File: src/rtl/word_ser_pkg.sv
// Shared types and sizing helpers for the word serializer slice.
package word_ser_pkg;

  typedef enum logic [1:0] {
    IDLE  = 2'd0,
    SHIFT = 2'd1,
    GAP   = 2'd2
  } state_t;

  localparam int DEFAULT_WIDTH = 16;

  function automatic int cnt_width(input int width);
    return $clog2(width + 1);
  endfunction

endpackage

File: src/rtl/ser_bit_counter.sv
// Enable-qualified bit counter with synchronous clear; saturates at TERM and flags it.
// No latency beyond one register; clear has priority over enable.
module ser_bit_counter #(
  parameter int CW   = 5,
  parameter int TERM = 15
) (
  input  logic          clk,
  input  logic          rst_n,
  input  logic          clr_i,
  input  logic          ena_i,
  output logic [CW-1:0] cnt_o,
  output logic          tc_o
);

  logic [CW-1:0] cnt_q;

  always_ff @(posedge clk or negedge rst_n) begin
    if (!rst_n) begin
      cnt_q <= '0;
    end else if (clr_i) begin
      cnt_q <= '0;
    end else if (ena_i && !tc_o) begin
      cnt_q <= cnt_q + 1'b1;
    end
  end

  assign tc_o  = (cnt_q == CW'(TERM));
  assign cnt_o = cnt_q;

endmodule

File: src/rtl/word_serializer.sv
// Parallel-to-serial transmitter: word accepted on valid/ready, first bit on ser_out the next cycle,
// one bit per clk_ena cycle, din_ready low until the post-frame gap. WORD_SERIALIZER_PARITY_EN appends even parity.
module word_serializer
  import word_ser_pkg::*;
#(
  parameter int WIDTH     = DEFAULT_WIDTH,
  parameter bit LSB_FIRST = 1'b0
) (
  input  logic             clk,
  input  logic             rst_n,
  input  logic             sclr_n,
  input  logic             clk_ena,
  input  logic [WIDTH-1:0] din,
  input  logic             din_valid,
  output logic             din_ready,
  output logic             ser_out,
  output logic             ser_frame,
  output logic             ser_last,
  output logic             busy
);

`ifdef WORD_SERIALIZER_PARITY_EN
  localparam int FL = WIDTH + 1;
`else
  localparam int FL = WIDTH;
`endif
  localparam int CW      = cnt_width(WIDTH);
  localparam int OUT_IDX = LSB_FIRST ? 0 : FL - 1;

  state_t          state_q;
  logic [FL-1:0]   shreg_q;
  logic [FL-1:0]   shreg_d;
  logic [FL-1:0]   load_val;
  logic            din_ready_q;
  logic            ser_out_q;
  logic            ser_frame_q;
  logic            ser_last_q;
  logic            busy_q;
  logic [CW-1:0]   cnt;
  logic            cnt_tc;
  logic            accept;
  logic            advance;

  // Parity rides at the far end of the register so it leaves after the data bits.
`ifdef WORD_SERIALIZER_PARITY_EN
  assign load_val = LSB_FIRST ? {^din, din} : {din, ^din};
`else
  assign load_val = din;
`endif

  assign shreg_d = LSB_FIRST ? (shreg_q >> 1) : (shreg_q << 1);
  assign accept  = sclr_n && (state_q == IDLE) && din_valid && din_ready_q;
  assign advance = sclr_n && (state_q == SHIFT) && clk_ena;

  ser_bit_counter #(
    .CW   (CW),
    .TERM (FL - 1)
  ) u_cnt (
    .clk   (clk),
    .rst_n (rst_n),
    .clr_i (!sclr_n || accept),
    .ena_i (advance),
    .cnt_o (cnt),
    .tc_o  (cnt_tc)
  );

  always_ff @(posedge clk or negedge rst_n) begin
    if (!rst_n) begin
      state_q     <= IDLE;
      shreg_q     <= '0;
      din_ready_q <= 1'b0;
      ser_out_q   <= 1'b1;
      ser_frame_q <= 1'b0;
      ser_last_q  <= 1'b0;
      busy_q      <= 1'b0;
    end else if (!sclr_n) begin
      state_q     <= IDLE;
      shreg_q     <= '0;
      din_ready_q <= 1'b1;
      ser_out_q   <= 1'b1;
      ser_frame_q <= 1'b0;
      ser_last_q  <= 1'b0;
      busy_q      <= 1'b0;
    end else begin
      case (state_q)
        IDLE: begin
          if (accept) begin
            state_q     <= SHIFT;
            shreg_q     <= load_val;
            din_ready_q <= 1'b0;
            ser_out_q   <= load_val[OUT_IDX];
            ser_frame_q <= 1'b1;
            ser_last_q  <= 1'b0;
            busy_q      <= 1'b1;
          end else begin
            din_ready_q <= 1'b1;
          end
        end
        SHIFT: begin
          if (clk_ena) begin
            shreg_q <= shreg_d;
            if (cnt_tc) begin
              state_q     <= GAP;
              ser_out_q   <= 1'b1;
              ser_frame_q <= 1'b0;
              ser_last_q  <= 1'b0;
            end else begin
              ser_out_q  <= shreg_d[OUT_IDX];
              ser_last_q <= (cnt == CW'(FL - 2));
            end
          end
        end
        GAP: begin
          if (clk_ena) begin
            state_q     <= IDLE;
            din_ready_q <= 1'b1;
            busy_q      <= 1'b0;
          end
        end
        default: begin
          state_q     <= IDLE;
          din_ready_q <= 1'b0;
          ser_out_q   <= 1'b1;
          ser_frame_q <= 1'b0;
          ser_last_q  <= 1'b0;
          busy_q      <= 1'b0;
        end
      endcase
    end
  end

  assign din_ready = din_ready_q;
  assign ser_out   = ser_out_q;
  assign ser_frame = ser_frame_q;
  assign ser_last  = ser_last_q;
  assign busy      = busy_q;

endmodule

File: config.mk
export PLATFORM = sky130hd
export DESIGN_NAME = word_serializer
export DESIGN_NICKNAME = d
export VERILOG_FILES = /design/src/rtl/word_ser_pkg.sv /design/src/rtl/ser_bit_counter.sv /design/src/rtl/word_serializer.sv
export SDC_FILE = /design/constraint.sdc
export NUM_CORES = 1
export LEC_CHECK = 0
export CAP_MARGIN = 25
export CORE_ASPECT_RATIO = 0.8
export CORE_MARGIN = 1
export CORE_UTILIZATION = 56
export DETAILED_ROUTE_END_ITERATION = 10
export GPL_TIMING_DRIVEN = 0
export MAX_ROUTING_LAYER = met4
export PLACE_DENSITY = 0.8
export SYNTH_ARGS = -nofsm -noshare
export SYNTH_HDL_FRONTEND = slang
export SYNTH_HIERARCHICAL = 1
export SYNTH_SLANG_ARGS = --single-unit
File: constraint.sdc
create_clock -name clk -period 4.55 [get_ports clk]
set_input_delay 0.455 -clock clk [delete_from_list [all_inputs] [get_ports clk]]
set_output_delay 0.455 -clock clk [all_outputs]
set_load 0.05 [all_outputs]
### After elaboration in Yosys (flattened, before gate mapping)

Cells that the tools add are included.

* add/subtract/negate cells: 1
* multiplexer cells: 34
* equality and inequality tests: 11
* reduce and logical (&&, ||, !) cells: 17

Operators with widths (number)
* $mux 15: 3
* $pmux 15 s2: 1
* $mux 1: 17
* $pmux 1 s3: 5
* $eq 5x4->1 const B: 2
* $mux 2: 5
* $mux 5: 2
* $ne 3x3->1 const B: 3
* $reduce_and 3->1: 3
* $reduce_and 4->1: 2
* $logic_and 1x1->1: 6
* $pmux 2 s3: 1
* $add 5x1->5 const B: 1
* $ne 2x2->1 const B: 2
* $ne 3x1->1 const B: 1
* $ne 3x2->1 const B: 1
* $eq 2x1->1 const B: 1
* $eq 2x2->1 const B: 1
* $logic_not 1->1: 2
* $logic_not 2->1: 1
* $reduce_and 2->1: 1
* $reduce_bool 2->1: 1
* $logic_or 1x1->1: 1

* logic and storage cells: 71
* output and inout port bits: 5
* flip-flop bits (word level): 27
* input port bits: 21

### Longest topological paths before layout

Gate-level depths: netlist (run 1).

* depth in word-level cells: 7
* mapped depth: 6

### Cells and area by module

The synthesis (run 1) kept the hierarchy.

By module, submodules not included
* word_serializer: area an instance 1244.9 µm², cells each 97, times used 1
* ser_bit_counter: area an instance 260.2 µm², cells each 23, times used 1

### Least setup slack after synthesis (run 1)

No wires, ideal clock.

* path kind: reg-to-reg
* start: reg din_ready_q, in the netlist din_ready
* end: reg u_cnt.cnt_q[3], in the netlist u_cnt/cnt_o[3]
* data arrival time: 1.757 ns
* slack: 2.665 ns
* data required time: 4.423 ns
* cell stages (with the launch flop): 5
* period minus slack after synthesis: 1.885 ns
* path through: dfrtp_1 -> nand3b_4 -> o21ai_0 -> and2b_1 -> mux2_1

* longest elaborated chain between the ends: 3

RTL lines
* from (decl): RTL line word_serializer.sv:34 `logic din_ready_q;`
* from (signal assigned): RTL line word_serializer.sv:71 `din_ready_q <= 1'b0;`
* from (signal assigned): RTL line word_serializer.sv:79 `din_ready_q <= 1'b1;`
* from (signal assigned): RTL line word_serializer.sv:90 `din_ready_q <= 1'b0;`
* $logic_and 1x1->1 (*): RTL line word_serializer.sv:52 `assign accept = sclr_n && (state_q == IDLE) && din_valid && din_ready_q;`
* $logic_or 1x1->1 (*): RTL line word_serializer.sv:61 `.clr_i (!sclr_n || accept),`
* $mux 5 or $reduce_bool 2->1 (tied branches)
* to (signal assigned): RTL line ser_bit_counter.sv:23 `cnt_q <= cnt_q + 1'b1;`
* to (decl): RTL line ser_bit_counter.sv:15 `logic [CW-1:0] cnt_q;`

Every way passes the cells marked *; elsewhere a longest branch is shown, timed or not.
A chain may end at the register's enable or synchronous reset.

### Worst setup path after layout (run 1)

* start: reg ser_out_q, in the netlist ser_out
* end: out ser_out

RTL lines
* from (decl): RTL line word_serializer.sv:35 `logic ser_out_q;`
* from (signal assigned): RTL line word_serializer.sv:91 `ser_out_q <= load_val[OUT_IDX];`
* from (signal assigned): RTL line word_serializer.sv:108 `ser_out_q <= shreg_d[OUT_IDX];`
* to (decl): RTL line word_serializer.sv:16 `output logic ser_out,`

No word-level cell between the ends.

==> reports/results.ini, run 1 <==
[timing]
min_period_over_period_pct=47.1
maxSlewViolCount=0
holdWs_ps=509
period_minus_slack_ps=2140
max_freq_mhz=467
clock_skew_ps=2.66
tightest_slew_ps=658
setup_viol=0
tns_ps=0
max_slew_margin_pct=56.0
rsz0062_at_grt=false
hold_viol=0

[setup_path]
r2r_start=state_q[0]
setup.worst_path.class=reg -> out
r2r_end=u_cnt/cnt_o[3]
critPathMaxStageDelay_ps=800
worstPathArrival_ps=1690
cp.required_ps=4090
cp_slowest_cell=clkdlybuf4s50_1
rr_worst_depth=5
reg2reg_slack_ps=2650
critical_path_buf_inv_count=1
cp_top_family=buffers and inverters
cp_max_fo=2
start_kind=register
crit_path_end_kind=primary output
crit_chain=clkdlybuf4s50_1

[logic_synthesis]
syn_area_per_cell_um2=12.5
yosysSeqAreaShare_pct=45.0
syn-num-nets=143
ys_ff_latch=27
netlist_area_um2=1510
synth_cell_types=41
syn_inst=120
yosysWarnings=6

[clocking]
cts_hold_buf=0
cts_max_path_buffers=2
clk_latency_ps=330
cts_sinks=27
cts-resized-gates=0
root_buffer=clkbuf_4
cts.htree.levels=1
cts_tree=yes
cts.clk_slew.worst_paths_ps=140
post_cts_buffers=0
cts_inserted_buffers=3

[global_routing]
grt_antenna_before_repair=0
first_global_vias=1049
grt_pass1_wl_um=5040
track_usage_pct=23.8
grt_start_max_net_pins=15
overflow=0

[hold_path]
hold_path.class=in -> async

[die]
core-area_um2=2500
rows=16
die_area_um2=2900
io_pins=26
initial_core_util_pct=60.2
dieWidth_um=60.0
die_h_um=48.4

[placed_design]
postPlaceCellArea_um2=1820
hpwl_um=2170
io_buffers=25
place_congestion=0.774

[final_layout]
fill_cells=199
syn_to_final_growth_pct=22.4
drive_gt1_share_pct=22.0
final_core_util_pct=73.6
final_cell_mix=dfrtp_1, clkdlybuf4s50_1, a32o_1
mostFrequentLayoutCell=dfrtp_1
insertedDiodeCount=0
nets=174
fin_area_um2=1840

[power]
ir_worst_vdd_v=0.000215
finalPower_w=0.000522
leakagePower_nw=0.809
power_density_nw_per_um2=283

[flow_run]
maxCapViolCount=0

[run_status]
status=finished clean

[route]
postRouteAntennaNets=0
dr.first_iter.drc_count=84
wl_per_cell_um=15.4
routed_wl_um=2870
drc=0
viasPerCell=5.91
num_vias=1099
drtPass1Iterations=4

-- cells in the mapped netlist, drive strengths merged --
master   count  area (um2)
nor3         2        10.0
nor4b        1        8.76
o21ai        2        10.0
nor2b        1        13.8
o221ai       1        26.3
nor2         8        30.0
a21oi        2        10.0
nand2b       2        12.5
o21a         3        22.5
nand4b       1        8.76
o21bai       1        7.51
and2b        1        7.51
a211oi       1        7.51
o2bb2ai      1        8.76
and2         1        6.26
xnor2        1        8.76
dfrtp       26         651
mux2i        1        10.0
nand2        2        7.51
dfstp        1        26.3
buf          8        73.8
and3b        1        8.76
o22ai        2        12.5
nand3b       3        35.0
nand4        1        6.26
clkbuf       1        3.75
a31oi        1        6.26
inv          5        18.8
nor3b        1        7.51
a32o        14         140
and3         2        12.5
xor2         1        8.76
and4bb       1        12.5
mux2        18         240
ha           2        25.0
-- per-layer routing --
layer | track usage, % | vias up | part of all wire [%]
met1 | 35.0 | 550 | 50
met2 | 33.3 | 34 | 45
met4 | 5.04 | 0 | 0.42
met3 | 5.88 | 2 | 4.4
met5 | - | - | 0
li1 | - | 513 | -
-- worst max path at each step --
stage / start / end / slack, ps / depth (start not counted)
floorplan: din_ready / u_cnt/cnt_o[3] / 2670 / 4
global placement: din_valid / u_cnt/cnt_o[3] / 2230 / 5
detailed placement: sclr_n / u_cnt/cnt_o[3] / 2190 / 6
CTS: ser_out / ser_out / 2390 / 1
global route: ser_out / ser_out / 2350 / 1
finish: ser_out / ser_out / 2410 / 1
-- flip-flops by register name, indices dropped and copies added, names as in the netlist --
register     flops
ser_frame        1
u_cnt/cnt_o      5
busy             1
state_q          2
din_ready        1
shreg_q         15
ser_out          1
ser_last         1
-- cell type report --
type	instances	area (um2)	area share, %
buffer	9	77.6	4.21
tap	36	45.0	2.45
inverter	5	18.8	1.02
sequential	27	677	36.8
clock buffer	4	26.3	1.43
multi-input combinational	79	732	39.7
timing repair buffer	26	265	14.4
-- cells by family (layout without fill, tap and decap cells) --
group           after synthesis  count (layout)  synth area share, %
compound gates               28              28                 16.7
mux                          19              19                 16.6
buf+inv                      14              44                 6.40
simple gates                 28              28                 12.5
xor+xnor                      2               2                 1.16
flops                        27              27                 45.0
fa+ha+maj                     2               2                 1.66
-- report_power, final --
group | internal [W] | switching (W)
registers | 0.000263 | 0.0000140
logic | 0.0000749 | 0.0000648
clock network | 0.0000345 | 0.0000704
-- metrics by stage --
stage          worst slack (ps)  std cells
6_report                   2410        186
2_1_floorplan              2670        120
4_1_cts                    2390        186
5_1_grt                    2350        186
3_5_place_dp               2190        182
3_3_place_gp               2230        181
Power figures use the tool's default switching activity.
==> run 2: changes to the inputs <==
--- a/config.mk
+++ b/config.mk
@@ -8,11 +8,11 @@
 export CAP_MARGIN = 25
 export CORE_ASPECT_RATIO = 0.8
 export CORE_MARGIN = 1
-export CORE_UTILIZATION = 56
+export CORE_UTILIZATION = 47
 export DETAILED_ROUTE_END_ITERATION = 10
 export GPL_TIMING_DRIVEN = 0
 export MAX_ROUTING_LAYER = met4
-export PLACE_DENSITY = 0.8
+export PLACE_DENSITY = 0.71
 export SYNTH_ARGS = -nofsm -noshare
 export SYNTH_HDL_FRONTEND = slang
 export SYNTH_HIERARCHICAL = 1
==> constraint.sdc (replaced) <==
create_clock -name clk -period 1.9 [get_ports clk]
set_input_delay 0.19 -clock clk [delete_from_list [all_inputs] [get_ports clk]]
set_output_delay 0.19 -clock clk [all_outputs]
set_load 0.05 [all_outputs]
==> run 2 against run 1 <==
Net effect:
- clock-buffer cell count unchanged
- hold slack worse by 270 ps
- register-to-register slack got worse by 2500 ps
- critical path type unchanged
- sequential power increased by 140%
- total power rose to 2.6 times the previous value
- flip-flop and latch count unchanged
- global-route usage down 1.8 points
==> reports/results.ini, run 2 (synthesis results as in run 1) <==
[run_status]
status=finished clean

[final_layout]
syn_to_final_growth_pct=26.1
drive_gt1_share_pct=25.2
nets=175
insertedDiodeCount=0
final_core_util_pct=65.6
regMostFlops=shreg_q
largest_register_ffs=15
final_cell_mix=dfrtp_1, clkdlybuf4s50_1, a32o_1
fin_cells=189

[die]
initial_core_util_pct=52.0
die_h_um=52.6
die_area_um2=3430
core-area_um2=2890
rows=17
dieWidth_um=65.3
io_pins=26

[timing]
maxSlewViolCount=0
setup_viol=0
hold_viol=0
clock_skew_ps=2.53
holdWs_ps=235
rsz0062_at_grt=false
period_minus_slack_ps=1810
fin_ws_ps=91.6
tightest_slew_ps=505
max_freq_mhz=553
max_slew_margin_pct=66.2
min_period_over_period_pct=95.2

[placed_design]
io_buffers=25
hpwl_um=2250
place_congestion=0.791
dp.cells=184
place_ws_ps=-182

[power]
p_comb_share_pct=25.7
p_sw_w=0.000375
leakagePower_nw=0.825
netSwitchingFraction_pct=28.0
ir_worst_vdd_v=0.000381
finalPower_w=0.00134
pwr-share-clk_pct=24.7
power_density_nw_per_um2=705
seqPwrFrac_pct=49.6
p_int_w=0.000964

[route]
num_vias=1087
postRouteAntennaNets=0
viasPerCell=5.75
drc=0
drtPass1Iterations=6
wl_per_cell_um=16.6
routed_wl_um=3130
dr.first_iter.drc_count=106

[clocking]
cts_inserted_buffers=3
cts_max_path_buffers=2
cts_hold_buf=0
cts.clk_slew.worst_paths_ps=90
cts_tree=yes
clk_latency_ps=280
root_buffer=clkbuf_8
cts.htree.levels=1
cts_sinks=27

[setup_path]
cp_max_fo=2
critPathMaxStageDelay_ps=800
critical_path_buf_inv_count=1
crit_chain=clkdlybuf4s50_1
cp.required_ps=1710
setup.worst_path.class=reg -> out
cp_top_family=buffers and inverters
crit_path_end_kind=primary output
start_kind=register
worstPathArrival_ps=1620
cp_slowest_cell=clkdlybuf4s50_1

[global_routing]
track_usage_pct=22.0
overflow=0
grt_antenna_before_repair=0
grt_start_max_net_pins=20
grt_pass1_wl_um=5290
first_global_vias=1104

[flow_run]
maxCapViolCount=0

[hold_path]
hold_path.class=in -> async

run 2: power groups by stage:
| stage | Sequential, W | Clock (W) | Combinational, W |
|---|---|---|---|
| 5_1_grt | 0.000671 | 0.000361 | 0.000369 |
| 3_3_place_gp | 0.000670 | 0 | 0.000327 |
| 4_1_cts | 0.000663 | 0.000339 | 0.000343 |
| 2_1_floorplan | 0.000703 | 0 | 0.000188 |
| 3_5_place_dp | 0.000674 | 0 | 0.000343 |
| 6_report | 0.000664 | 0.000331 | 0.000344 |
run 2: path summary, 6_finish.rpt:
check	cells past startpoint	slack (ps)	end	from
setup / recovery	1	90	ser_out	ser_out
hold / removal	1	230	u_cnt/cnt_o[1]	rst_n
setup reg to reg	6	110	u_cnt/cnt_o[3]	u_cnt/cnt_o[0]
hold reg to reg	1	510	shreg_q[1]	shreg_q[1]
max in group asynchronous	2	1130	ser_out	rst_n
min in group clk	1	510	shreg_q[1]	shreg_q[1]
run 2: layout make-up:
class / instances / area [um2]
Tap cell: 38 / 47.5
Clock buffer: 4 / 45.0
Sequential cell: 27 / 678
Timing Repair Buffer: 27 / 285
Multi-Input combinational cell: 79 / 746
Fill cell: 242 / 995
Inverter: 5 / 18.8
Buffer: 9 / 77.6
run 2: repair_timing:
item                                    in CTS  in global routing
endpoints found under the setup margin       1                  2
resized for setup                            1                  4
endpoints found under the hold margin        0                  0
buffers inserted                             0                  1
run 2: through the flow:
stage               instance area, um2  TNS [ps]
floorplan                         1510         0
global placement                  1800      -166
detailed placement                1830      -219
CTS                               1880         0
global route                      1900         0
finish                            1900         0
run 2: layer usage:
metal / share of wire, % / global-route usage, %
met5: 0 / -
met4: 1.2 / 8.70
met3: 4.2 / 6.09
met2: 48 / 34.5
met1: 47 / 27.0
==> run 3: changes to the inputs <==
--- a/config.mk
+++ b/config.mk
@@ -9,6 +9,7 @@
 export CORE_ASPECT_RATIO = 0.8
 export CORE_MARGIN = 1
 export CORE_UTILIZATION = 47
+export CTS_CLUSTER_SIZE = 8
 export DETAILED_ROUTE_END_ITERATION = 10
 export GPL_TIMING_DRIVEN = 0
 export MAX_ROUTING_LAYER = met4
==> results of run 3 <==
Same layout as run 2: the final DEF is identical, and so are final timing and power.
